## config.mk

```make
export PLATFORM = sky130hd
export DESIGN_NAME = vec_loader_flat
export DESIGN_NICKNAME = d
export VERILOG_FILES = /design/src/rtl/vec_loader_if.sv /design/src/rtl/vec_loader.sv /design/src/flat_wrapper.sv
export SDC_FILE = /design/constraint.sdc
export NUM_CORES = 1
export LEC_CHECK = 0
export CORE_MARGIN = 5
export CORE_UTILIZATION = 40
export CTS_CLUSTER_DIAMETER = 30
export DETAILED_ROUTE_END_ITERATION = 6
export HOLD_SLACK_MARGIN = 0.02
export PLACE_DENSITY = 0.71
export SLEW_MARGIN = 20
export SYNTH_ARGS = -nofsm -noshare
export SYNTH_HDL_FRONTEND = slang
export SYNTH_SLANG_ARGS = --single-unit
```

## constraint.sdc

```tcl
create_clock -name clk -period 3.3 [get_ports clk]
set_input_delay 0.495 -clock clk [delete_from_list [all_inputs] [get_ports clk]]
set_output_delay 0.495 -clock clk [all_outputs]
set_load 0.05 [all_outputs]
```

## src/rtl/vec_loader_if.sv

```systemverilog
// Byte-stream input and vector-output handshake bundle for vec_loader.
// The master side is the byte source plus the transform-stage consumer; the slave side is the loader.
interface vec_loader_if #(
  parameter int CNT_W = 16
);
  logic [7:0]       in_data;
  logic             in_valid;
  logic             in_ready;
  logic             flush;
  logic [19:0]      vec;
  logic             vec_valid;
  logic             vec_ready;
  logic [CNT_W-1:0] vec_count;
  logic             pad_err;

  modport master (
    output in_data, in_valid, flush, vec_ready,
    input  in_ready, vec, vec_valid, vec_count, pad_err
  );

  modport slave (
    input  in_data, in_valid, flush, vec_ready,
    output in_ready, vec, vec_valid, vec_count, pad_err
  );
endinterface

```

## src/rtl/vec_loader.sv

```systemverilog
// Packs a little-endian byte stream, three bytes at a time, into 20-bit vectors and queues them in a small FIFO.
// Optional VEC_LOADER_PAD_CHECK_EN: drop vectors whose third byte has nonzero bits [7:4] and pulse pad_err.
//
// state | meaning
// S_B0  | waiting for byte 0 (vec[7:0])
// S_B1  | waiting for byte 1 (vec[15:8])
// S_B2  | waiting for byte 2 (vec[19:16]); completes the vector
module vec_loader #(
  parameter int DEPTH = 2,
  parameter int CNT_W = 16
) (
  input  logic         clk,
  input  logic         rst,
  vec_loader_if.slave  bus
);
  localparam int AW = $clog2(DEPTH);
  localparam logic [AW:0]      PTR_ONE = {{AW{1'b0}}, 1'b1};
  localparam logic [CNT_W-1:0] CNT_ONE = {{(CNT_W-1){1'b0}}, 1'b1};

  typedef enum logic [1:0] {
    S_B0 = 2'd0,
    S_B1 = 2'd1,
    S_B2 = 2'd2
  } bcnt_e;

  bcnt_e            bcnt_q, bcnt_d;
  logic [15:0]      part_q, part_d;
  logic [19:0]      mem_q [DEPTH];
  logic [19:0]      mem_d [DEPTH];
  logic [AW:0]      wptr_q, wptr_d;
  logic [AW:0]      rptr_q, rptr_d;
  logic             valid_q, valid_d;
  logic [CNT_W-1:0] cnt_q, cnt_d;
  logic             pad_err_q, pad_err_d;

  logic full;
  logic in_ready;
  logic acc;
  logic done;
  logic pad_bad;
  logic push;
  logic pop;

  assign full = (wptr_q[AW] != rptr_q[AW]) && (wptr_q[AW-1:0] == rptr_q[AW-1:0]);

`ifdef VEC_LOADER_PAD_CHECK_EN
  assign pad_bad = |bus.in_data[7:4];
`else
  logic unused_pad_bits;
  assign unused_pad_bits = ^bus.in_data[7:4];
  assign pad_bad = 1'b0;
`endif

  assign acc  = bus.in_valid && in_ready;
  assign done = acc && (bcnt_q == S_B2);
  assign push = done && !pad_bad;
  assign pop  = valid_q && bus.vec_ready;

  always_ff @(posedge clk or posedge rst) begin
    if (rst) begin
      bcnt_q <= S_B0;
    end else begin
      bcnt_q <= bcnt_d;
    end
  end

  always_comb begin
    bcnt_d = bcnt_q;
    if (bus.flush) begin
      bcnt_d = S_B0;
    end else if (acc) begin
      case (bcnt_q)
        S_B0:    bcnt_d = S_B1;
        S_B1:    bcnt_d = S_B2;
        default: bcnt_d = S_B0;
      endcase
    end
  end

  // Only the final byte can stall: bytes 0 and 1 land in the partial register, not the FIFO.
  always_comb begin
    in_ready = !bus.flush && !((bcnt_q == S_B2) && full);
  end

  always_comb begin
    part_d    = part_q;
    mem_d     = mem_q;
    wptr_d    = wptr_q;
    rptr_d    = rptr_q;
    cnt_d     = cnt_q;
    pad_err_d = done && pad_bad;

    if (bus.flush) begin
      part_d = '0;
    end else if (acc) begin
      case (bcnt_q)
        S_B0:    part_d[7:0]  = bus.in_data;
        S_B1:    part_d[15:8] = bus.in_data;
        default: part_d       = '0;
      endcase
    end

    if (push) begin
      mem_d[wptr_q[AW-1:0]] = {bus.in_data[3:0], part_q};
      wptr_d = wptr_q + PTR_ONE;
    end
    if (pop) begin
      rptr_d = rptr_q + PTR_ONE;
      cnt_d  = cnt_q + CNT_ONE;
    end
    valid_d = (wptr_d != rptr_d);
  end

  always_ff @(posedge clk or posedge rst) begin
    if (rst) begin
      part_q    <= '0;
      wptr_q    <= '0;
      rptr_q    <= '0;
      valid_q   <= 1'b0;
      cnt_q     <= '0;
      pad_err_q <= 1'b0;
      for (int i = 0; i < DEPTH; i++) begin
        mem_q[i] <= '0;
      end
    end else begin
      part_q    <= part_d;
      mem_q     <= mem_d;
      wptr_q    <= wptr_d;
      rptr_q    <= rptr_d;
      valid_q   <= valid_d;
      cnt_q     <= cnt_d;
      pad_err_q <= pad_err_d;
    end
  end

  assign bus.in_ready  = in_ready;
  assign bus.vec       = mem_q[rptr_q[AW-1:0]];
  assign bus.vec_valid = valid_q;
  assign bus.vec_count = cnt_q;
  assign bus.pad_err   = pad_err_q;
endmodule

```

## src/flat_wrapper.sv

```systemverilog
// flat-port wrapper written by rule: the top's interface ports become plain ports
module vec_loader_flat 
#(
  parameter int DEPTH = 2,
  parameter int CNT_W = 16
)
  (clk, rst, bus_in_data, bus_in_valid, bus_flush, bus_vec_ready, bus_in_ready, bus_vec, bus_vec_valid, bus_vec_count, bus_pad_err);
  vec_loader_if #(.CNT_W(CNT_W)) bus_i ();
  input  logic clk;
  input  logic rst;
  input wire logic [$bits(bus_i.in_data)-1:0] bus_in_data;
  input wire logic [$bits(bus_i.in_valid)-1:0] bus_in_valid;
  input wire logic [$bits(bus_i.flush)-1:0] bus_flush;
  input wire logic [$bits(bus_i.vec_ready)-1:0] bus_vec_ready;
  output wire logic [$bits(bus_i.in_ready)-1:0] bus_in_ready;
  output wire logic [$bits(bus_i.vec)-1:0] bus_vec;
  output wire logic [$bits(bus_i.vec_valid)-1:0] bus_vec_valid;
  output wire logic [$bits(bus_i.vec_count)-1:0] bus_vec_count;
  output wire logic [$bits(bus_i.pad_err)-1:0] bus_pad_err;
  assign bus_i.in_data = bus_in_data;
  assign bus_i.in_valid = bus_in_valid;
  assign bus_i.flush = bus_flush;
  assign bus_i.vec_ready = bus_vec_ready;
  assign bus_in_ready = bus_i.in_ready;
  assign bus_vec = bus_i.vec;
  assign bus_vec_valid = bus_i.vec_valid;
  assign bus_vec_count = bus_i.vec_count;
  assign bus_pad_err = bus_i.pad_err;
  vec_loader #(.DEPTH(DEPTH), .CNT_W(CNT_W)) u_core (.clk(clk), .rst(rst), .bus(bus_i));
endmodule
```

# == Yosys cells after proc, flatten, opt, wreduce, memory -nomap -nowiden ==
# Index checks and enable logic that the tools add are counted.
# totals
ff_bits,79
input_bits,13
out_inout_bits,39
# classes
add_sub_neg,3
order_cmp,3
eq_ne,7
mux,15
n_bitwise,2
reduce_logical,13
# op_table
cell,n
$mux W20,4
$bwmux W40,1
$mux W16,2
$pmux W8 S2,2
$demux W20 S1,1
$add A16 B1 Y16 const B,1
$mux W2,4
$logic_and A1 B1 Y1,7
$add A2 B1 Y2 const B,2
$ge A2 B2 Y1 const B,2
$ne A2 B2 Y1 const B,2
$not A1 Y2,2
$pmux W2 S2,1
$reduce_and A2 Y1,2
$eq A2 B1 Y1 const B,1
$eq A2 B2 Y1 const B,1
$logic_not A1 Y1,2
$logic_not A2 Y1,1
$lt A2 B1 Y1 const B,1
$ne A2 B2 Y1,1
$reduce_bool A2 Y1,1
$eq A1 B1 Y1,1
$ne A1 B1 Y1,1

# == Depth between registers and ports, before layout ==
# Gate-level depths: netlist (run 1).
# depth
depth_word,9
depth_mapped,8

# == Worst setup path before layout (run 1) ==
# OpenSTA, ideal clock, no wires.
# synth_path
kind,input to register
start,in bus_in_valid
end,reg u_core.mem_q[16] (netlist name)
setup_ps,125
arrival_ps,2009
t_required_ps,3175
slack_ps,1166
cell_stages,7
path_buffers,2
path_cell_list,nor2b_1 -> clkbuf_1 -> nand2_1 -> nor2_1 -> ha_1 -> clkbuf_1 -> mux2_2
# synth_via
elab_chain_len,2
# synth_rtl
element,line_no,text
start: declaration,flat_wrapper.sv:12,input wire logic [$bits(bus_i.in_valid)-1:0] bus_in_valid;
$logic_and A1 B1 Y1,vec_loader.sv:54,assign acc = bus.in_valid && in_ready;
$logic_and A1 B1 Y1,vec_loader.sv:55,assign done = acc && (bcnt_q == S_B2);
end signal: assignment,vec_loader.sv:127,mem_q <= mem_d;
end: declaration,vec_loader.sv:28,logic [19:0] mem_q [DEPTH];
# Every way passes these cells.
# A chain may end at the register's enable or synchronous reset.

# == Worst setup path after layout (run 1) ==
# layout_path
start,reg u_core.rptr_q[0]
end,out bus_in_ready
# layout_via
elab_chain_len,5
# layout_rtl
element,line_no,text
start: declaration,vec_loader.sv:31,"logic [AW:0] rptr_q, rptr_d;"
start signal: assignment,vec_loader.sv:129,rptr_q <= rptr_d;
$eq A1 B1 Y1,vec_loader.sv:44,assign full = (wptr_q[AW] != rptr_q[AW]) && (wptr_q[AW-1:0] == rptr_q[AW-1:0]);
$logic_and A1 B1 Y1,vec_loader.sv:44,
$logic_and A1 B1 Y1,vec_loader.sv:82,in_ready = !bus.flush && !((bcnt_q == S_B2) && full);
$logic_not A1 Y1,vec_loader.sv:82,
$logic_and A1 B1 Y1,vec_loader.sv:82,
end: declaration,flat_wrapper.sv:15,output wire logic [$bits(bus_i.in_ready)-1:0] bus_in_ready;
# Every way passes these cells.

==> results of run 1 <==
## cells in the mapped netlist (all sizes together) (2+ instances only)
cell     n
a22o     8
a32o     8
and3     6
buf      4
clkbuf   7
dfrtp   79
ha       3
inv      6
mux2    60
nand2    9
nand3    6
nand4    3
nor2    10
nor2b    3
nor3     2
nor4     2
xnor2   15
xor2     6
## cells by family (layout without fill, tap and decap cells)
kind of cell             count (synthesis)  after routing
adder cells (fa/ha/maj)                  3              3
AO/OA/AOI/OAI                           22             22
multiplexers                            61             61
AND/OR/NAND/NOR                         47             47
other                                    1              1
XOR/XNOR                                21             21
buffers and inverters                   17             78
flip-flops                              79             79
## worst max-delay path: cells and delay by family (launching register included)
kind | cells | cell delay, ns
simple gates | 2 | 0.27
xor+xnor | 1 | 0.16
flops | 1 | 0.38
buf+inv | 2 | 1.01
## per-layer routing
layer / share of wire / track usage
met1: 0.48 / 0.194
met2: 0.46 / 0.210
met3: 0.035 / 0.0318
met4: 0.021 / 0.0636
met5: 0 / 0
## worst min path at each step
stage                                   startpoint                  endpoint  slack (ns)  cells after the start
after floorplan                    u_core.mem_q[0]           u_core.mem_q[0]        0.47                      1
after global placement    u_core.bus.vec_count[15]  u_core.bus.vec_count[15]        0.47                      1
after detailed placement  u_core.bus.vec_count[15]  u_core.bus.vec_count[15]        0.48                      1
after CTS                 u_core.bus.vec_count[15]  u_core.bus.vec_count[15]        0.49                      1
after global routing              u_core.mem_q[19]          u_core.mem_q[19]        0.52                      1
final                     u_core.bus.vec_count[15]  u_core.bus.vec_count[15]        0.48                      1
## registers in the layout (all words and copies together) (netlist names)
name / cells
u_core.bcnt_q: 2
u_core.part_q: 16
u_core.rptr_q: 2
u_core.bus.vec_count: 16
u_core.bus.vec_valid: 1
u_core.mem_q: 40
u_core.wptr_q: 2
## through the flow
stage          instance area [um^2]  power (uW)  hold WS, ns   util
2_1_floorplan                  3430        2120        0.475      -
3_3_place_gp                   4090        2460        0.469  0.493
3_5_place_dp                   4090        2480        0.475  0.493
4_1_cts                        4280        3170        0.488  0.515
5_1_grt                        4280        3310        0.520  0.515
6_report                       4280        3130        0.485  0.515
## area by class of cell
cell class / count / share of cell area
Clock buffer: 9 / 0.0290
Sequential cell: 79 / 0.462
Multi-Input combinational cell: 155 / 0.322
Clock inverter: 7 / 0.0149
Inverter: 6 / 0.00526
Timing Repair Buffer: 56 / 0.136
Tap cell: 105 / 0.0307
## power groups by stage
stage / clock, uW / sequential (uW) / combinational [uW]
floorplan: 0 / 1390 / 732
global placement: 0 / 1280 / 1180
detailed placement: 0 / 1290 / 1190
CTS: 702 / 1270 / 1200
global route: 750 / 1300 / 1260
finish: 682 / 1270 / 1180
==> impl_metrics.toml, run 1 <==
[sta]
fin_crit_sh = 0.811
fin_ws_ns = 0.623
clock.fmax_mhz = 374
finalCriticalPeriod_ns = 2.68
drv_slew = 0
clock_skew_ns = 0.0102
totalNegativeSetupSlack_ns = 0
maxSlewHeadroom = 0.425
setup_viol = 0
hold_viol_final = 0
tightest_slew_ns = 0.855
rsz0062_at_grt = "false"

[critical_path]
worstPathCellList = "buf_4 -> xnor2_1 -> and3_4 -> nor2_1 -> clkdlybuf4s50_1"
regToRegSetupSlack_ns = 1.15
r2r-start = "u_core.rptr_q[0]"
cp_max_fo = 13
endpoint = "bus_in_ready"
arrival_ns = 2.18
worstReg2RegEnd = "u_core.mem_q[20]"
reg2reg_depth = 7
crit_path_start_kind = "flip-flop"
slowest_stage = "clkdlybuf4s50_1"
startpoint = "u_core.rptr_q[0]"
end_kind = "primary output"
slowest_delay_ns = 0.82
crit_type = "reg -> out"
worstPathRequired_ns = 2.80

[yosys]
synth_top_area_cell = "dfrtp_1"
yosys.area_share.simple = 0.0762
synth_top_area_share = 0.576
ys_ff_latch = 79
synth_top_family_by_area = "multiplexers"
netlist_top_cells_area = "dfrtp_1 (58%), mux2_2 (20%), xnor2_1 (3.8%), a32o_1 (2.3%), a22o_1 (2.0%)"
synth_area_um2 = 3430
synth_compound_gate_area_share = 0.0594
ys_types = 38
syn_nets = 267
syn_inst = 251
ys_async_sr_fraction = 1.00
synth_edf_count = 0
synth_mux_area_frac = 0.200
synth-xor-area-share = 0.0536
ys.flop_type = "dfrtp_1"
syn_avg_cell_area_um2 = 13.7
synth-adder-area-share = 0.0109
synth.yosys.seq_area_share = 0.576
yosys_warnings = 0

[placed_design]
hpwl_um = 4740
place_ws_ns = 0.753
placed_cells = 401
portBuffers = 50
place.gp.congestion = 0.782

[cts]
cts_tree = "done"
cts_hold_buf = 0
clock_latency_ns = 0.36
clk_pin_slew_worst_paths_ns = 0.09
cts-htree-levels = 3
cts-root-buf = "clkbuf_8"
cts-buffers-inserted = 9
cts_sinks = 79
cts_buffer_depth = 2
cts_resized = 0
postCtsSetupBuffers = 0

[pwr]
power.switching_uw = 1220
ir_drop_mv = 0.351
internal_power_uw = 1910
power.leakage_uw = 0.00197
swShare = 0.390
pwr-share-comb = 0.376
clockPowerShare = 0.218
power_frac_seq = 0.405
powerDensity_nw_per_um2 = 732

[routing]
routedWlPerCell_um = 16.1
post-route-drc-count = 0
wirelength_um = 6710
viasPerCell = 5.17
vias = 2154
drt_iter0_drc = 84
ant_nets = 0
dr.pass1.iters = 4

[grt]
overflow = 0
grt_max_degree = 53
antenna_found_initial = 0
grt_pass1_vias = 2233
track_usage = 0.140
grt_pass1_wl_um = 11300

[cells_and_area]
final_cells = 417
nets = 323
multi_input_area_um2 = 1380
layout_common_cells = "dfrtp_1 (79), mux2_2 (60), clkdlybuf4s50_1 (50), xnor2_1 (15)"
area_growth_pct = 24.7
fillerInstances = 731
seqCellArea_um2 = 1980
layout_commonest_cell = "dfrtp_1"
drive_above_1_share = 0.285
diodes = 0

[floorplan]
initial_utilization = 0.413
die_area_um2 = 10500
die_w_um = 103
design.core.area_um2 = 8300
num_io_pins = 52
die_y_um = 103
num_rows = 33

[flow_run]
max-cap-violations = 0

[hold_path]
hold_class = "reg -> reg"

[run_status]
status = "completed"
Power figures use the tool's default switching activity.
==> run 2: changes to the inputs <==
==> constraint.sdc (replaced) <==
create_clock -name clk -period 2.5 [get_ports clk]
set_input_delay 0.375 -clock clk [delete_from_list [all_inputs] [get_ports clk]]
set_output_delay 0.375 -clock clk [all_outputs]
set_load 0.05 [all_outputs]
==> run 2 against run 1 <==
Via count is 0.32% lower. Die area did not move. Worst hold slack worse by 0.14 ns. Cell count is 1.2% higher.
==> impl_metrics.toml, run 2 (synthesis results as in run 1) <==
[run_status]
status = "completed"

[cts]
cts-root-buf = "clkbuf_8"
postCtsSetupBuffers = 0
clk_pin_slew_worst_paths_ns = 0.09
cts_buffer_depth = 2
cts_tree = "done"
cts_resized = 0
cts_sinks = 79
clock_latency_ns = 0.36
cts-buffers-inserted = 9
cts-htree-levels = 3
cts_hold_buf = 0

[pwr]
ir_drop_mv = 0.482
power.switching_uw = 1600
powerDensity_nw_per_um2 = 979
internal_power_uw = 2590
power_frac_seq = 0.401
power.leakage_uw = 0.00205
swShare = 0.382
finalPower_uw = 4180
pwr-share-comb = 0.362
clockPowerShare = 0.237

[routing]
wl_met3_um = 345
drt_iter0_drc = 54
dr.pass1.iters = 4
wirelength_um = 6800
viasPerCell = 5.09
top_layer = "met4"
vias = 2147
post-route-drc-count = 0
routedWlPerCell_um = 16.1
ant_nets = 0
met2WireLength_um = 3120
wl_met1_um = 3200

[floorplan]
num_rows = 33
num_io_pins = 52
die_area_um2 = 10500
die_y_um = 103
initial_utilization = 0.413
design.core.area_um2 = 8300
die_w_um = 103

[sta]
totalNegativeSetupSlack_ns = 0
setup_viol = 0
rsz0062_at_grt = "false"
clock.fmax_mhz = 494
holdWs_ns = 0.342
clock_skew_ns = 0.0159
tightest_slew_ns = 0.504
maxSlewHeadroom = 0.663
finalCriticalPeriod_ns = 2.02
hold_viol_final = 0
drv_slew = 0
fin_crit_sh = 0.810

[cells_and_area]
diodes = 0
largest_register_ffs = 40
drive_above_1_share = 0.363
area_growth_pct = 24.5
final_cells = 422
nets = 328
regMostFlops = "u_core.mem_q"
layout_commonest_cell = "dfrtp_1"
layout_common_cells = "dfrtp_1 (79), mux2_2 (60), buf_4 (30), clkdlybuf4s50_1 (29), xnor2_1 (15)"

[critical_path]
worstPathRequired_ns = 2.12
end_kind = "primary output"
crit_type = "reg -> out"
startpoint = "u_core.rptr_q[0]"
r2r-start = "u_core.rptr_q[1]"
crit_path_start_kind = "flip-flop"
cp_max_fo = 27
arrival_ns = 1.65

[grt]
antenna_found_initial = 0
overflow = 0
track_usage = 0.143
grt_pass1_vias = 2263
grt_pass1_wl_um = 11500
grt_max_degree = 31

[placed_design]
hpwl_um = 4760
portBuffers = 50
place.gp.congestion = 0.785
placed_cells = 406

[hold_path]
hold_class = "in -> async"

[flow_run]
max-cap-violations = 0
## run 2: layout make-up
| class | instances | area, um^2 |
|---|---|---|
| clock buffers | 9 | 124 |
| clock inverters | 7 | 83.8 |
| fillers | 710 | 4030 |
| inverters | 6 | 22.5 |
| multi-input cells | 155 | 1380 |
| flip-flops and latches | 79 | 1980 |
| well taps | 105 | 131 |
| repair buffers | 61 | 556 |
## run 2: through the flow
step           instance area [um^2]  utilization  setup WS [ns]
6_report                       4270        0.515          0.475
4_1_cts                        4270        0.515          0.437
3_5_place_dp                   4060        0.490          0.300
5_1_grt                        4270        0.515          0.366
3_3_place_gp                   4060        0.490          0.333
2_1_floorplan                  3430            -          0.102
## run 2: path summary, 6_finish.rpt
path / cells after the start / endpoint / slack, ns
setup reg to reg: 7 / u_core.bus.vec_valid / 0.48
min in group clk: 1 / u_core.bus.vec_count[15] / 0.47
max in group asynchronous: 3 / u_core.mem_q[36] / 1.53
setup / recovery: 3 / bus_vec[4] / 0.48
hold reg to reg: 1 / u_core.bus.vec_count[15] / 0.47
hold / removal: 2 / u_core.bus.vec_count[14] / 0.34
## run 2: critical path: stages (launching register included)
cell and delay [ns]:
dfrtp_1 0.37, buf_4 0.34, mux2_2 0.40, buf_4 0.19
## run 2: routing by layer
metal | track usage | vias up
met5 | 0 | -
met4 | 0.0696 | 0
met3 | 0.0298 | 9
met2 | 0.218 | 41
met1 | 0.193 | 1072
li1 | - | 1025
## run 2: power by group through the flow
stage	Sequential, uW	Clock [uW]	Combinational [uW]
after floorplan	1840	0	967
after global placement	1690	0	1520
after detailed placement	1700	0	1530
after CTS	1680	1020	1540
after global routing	1710	1080	1620
final	1680	993	1510
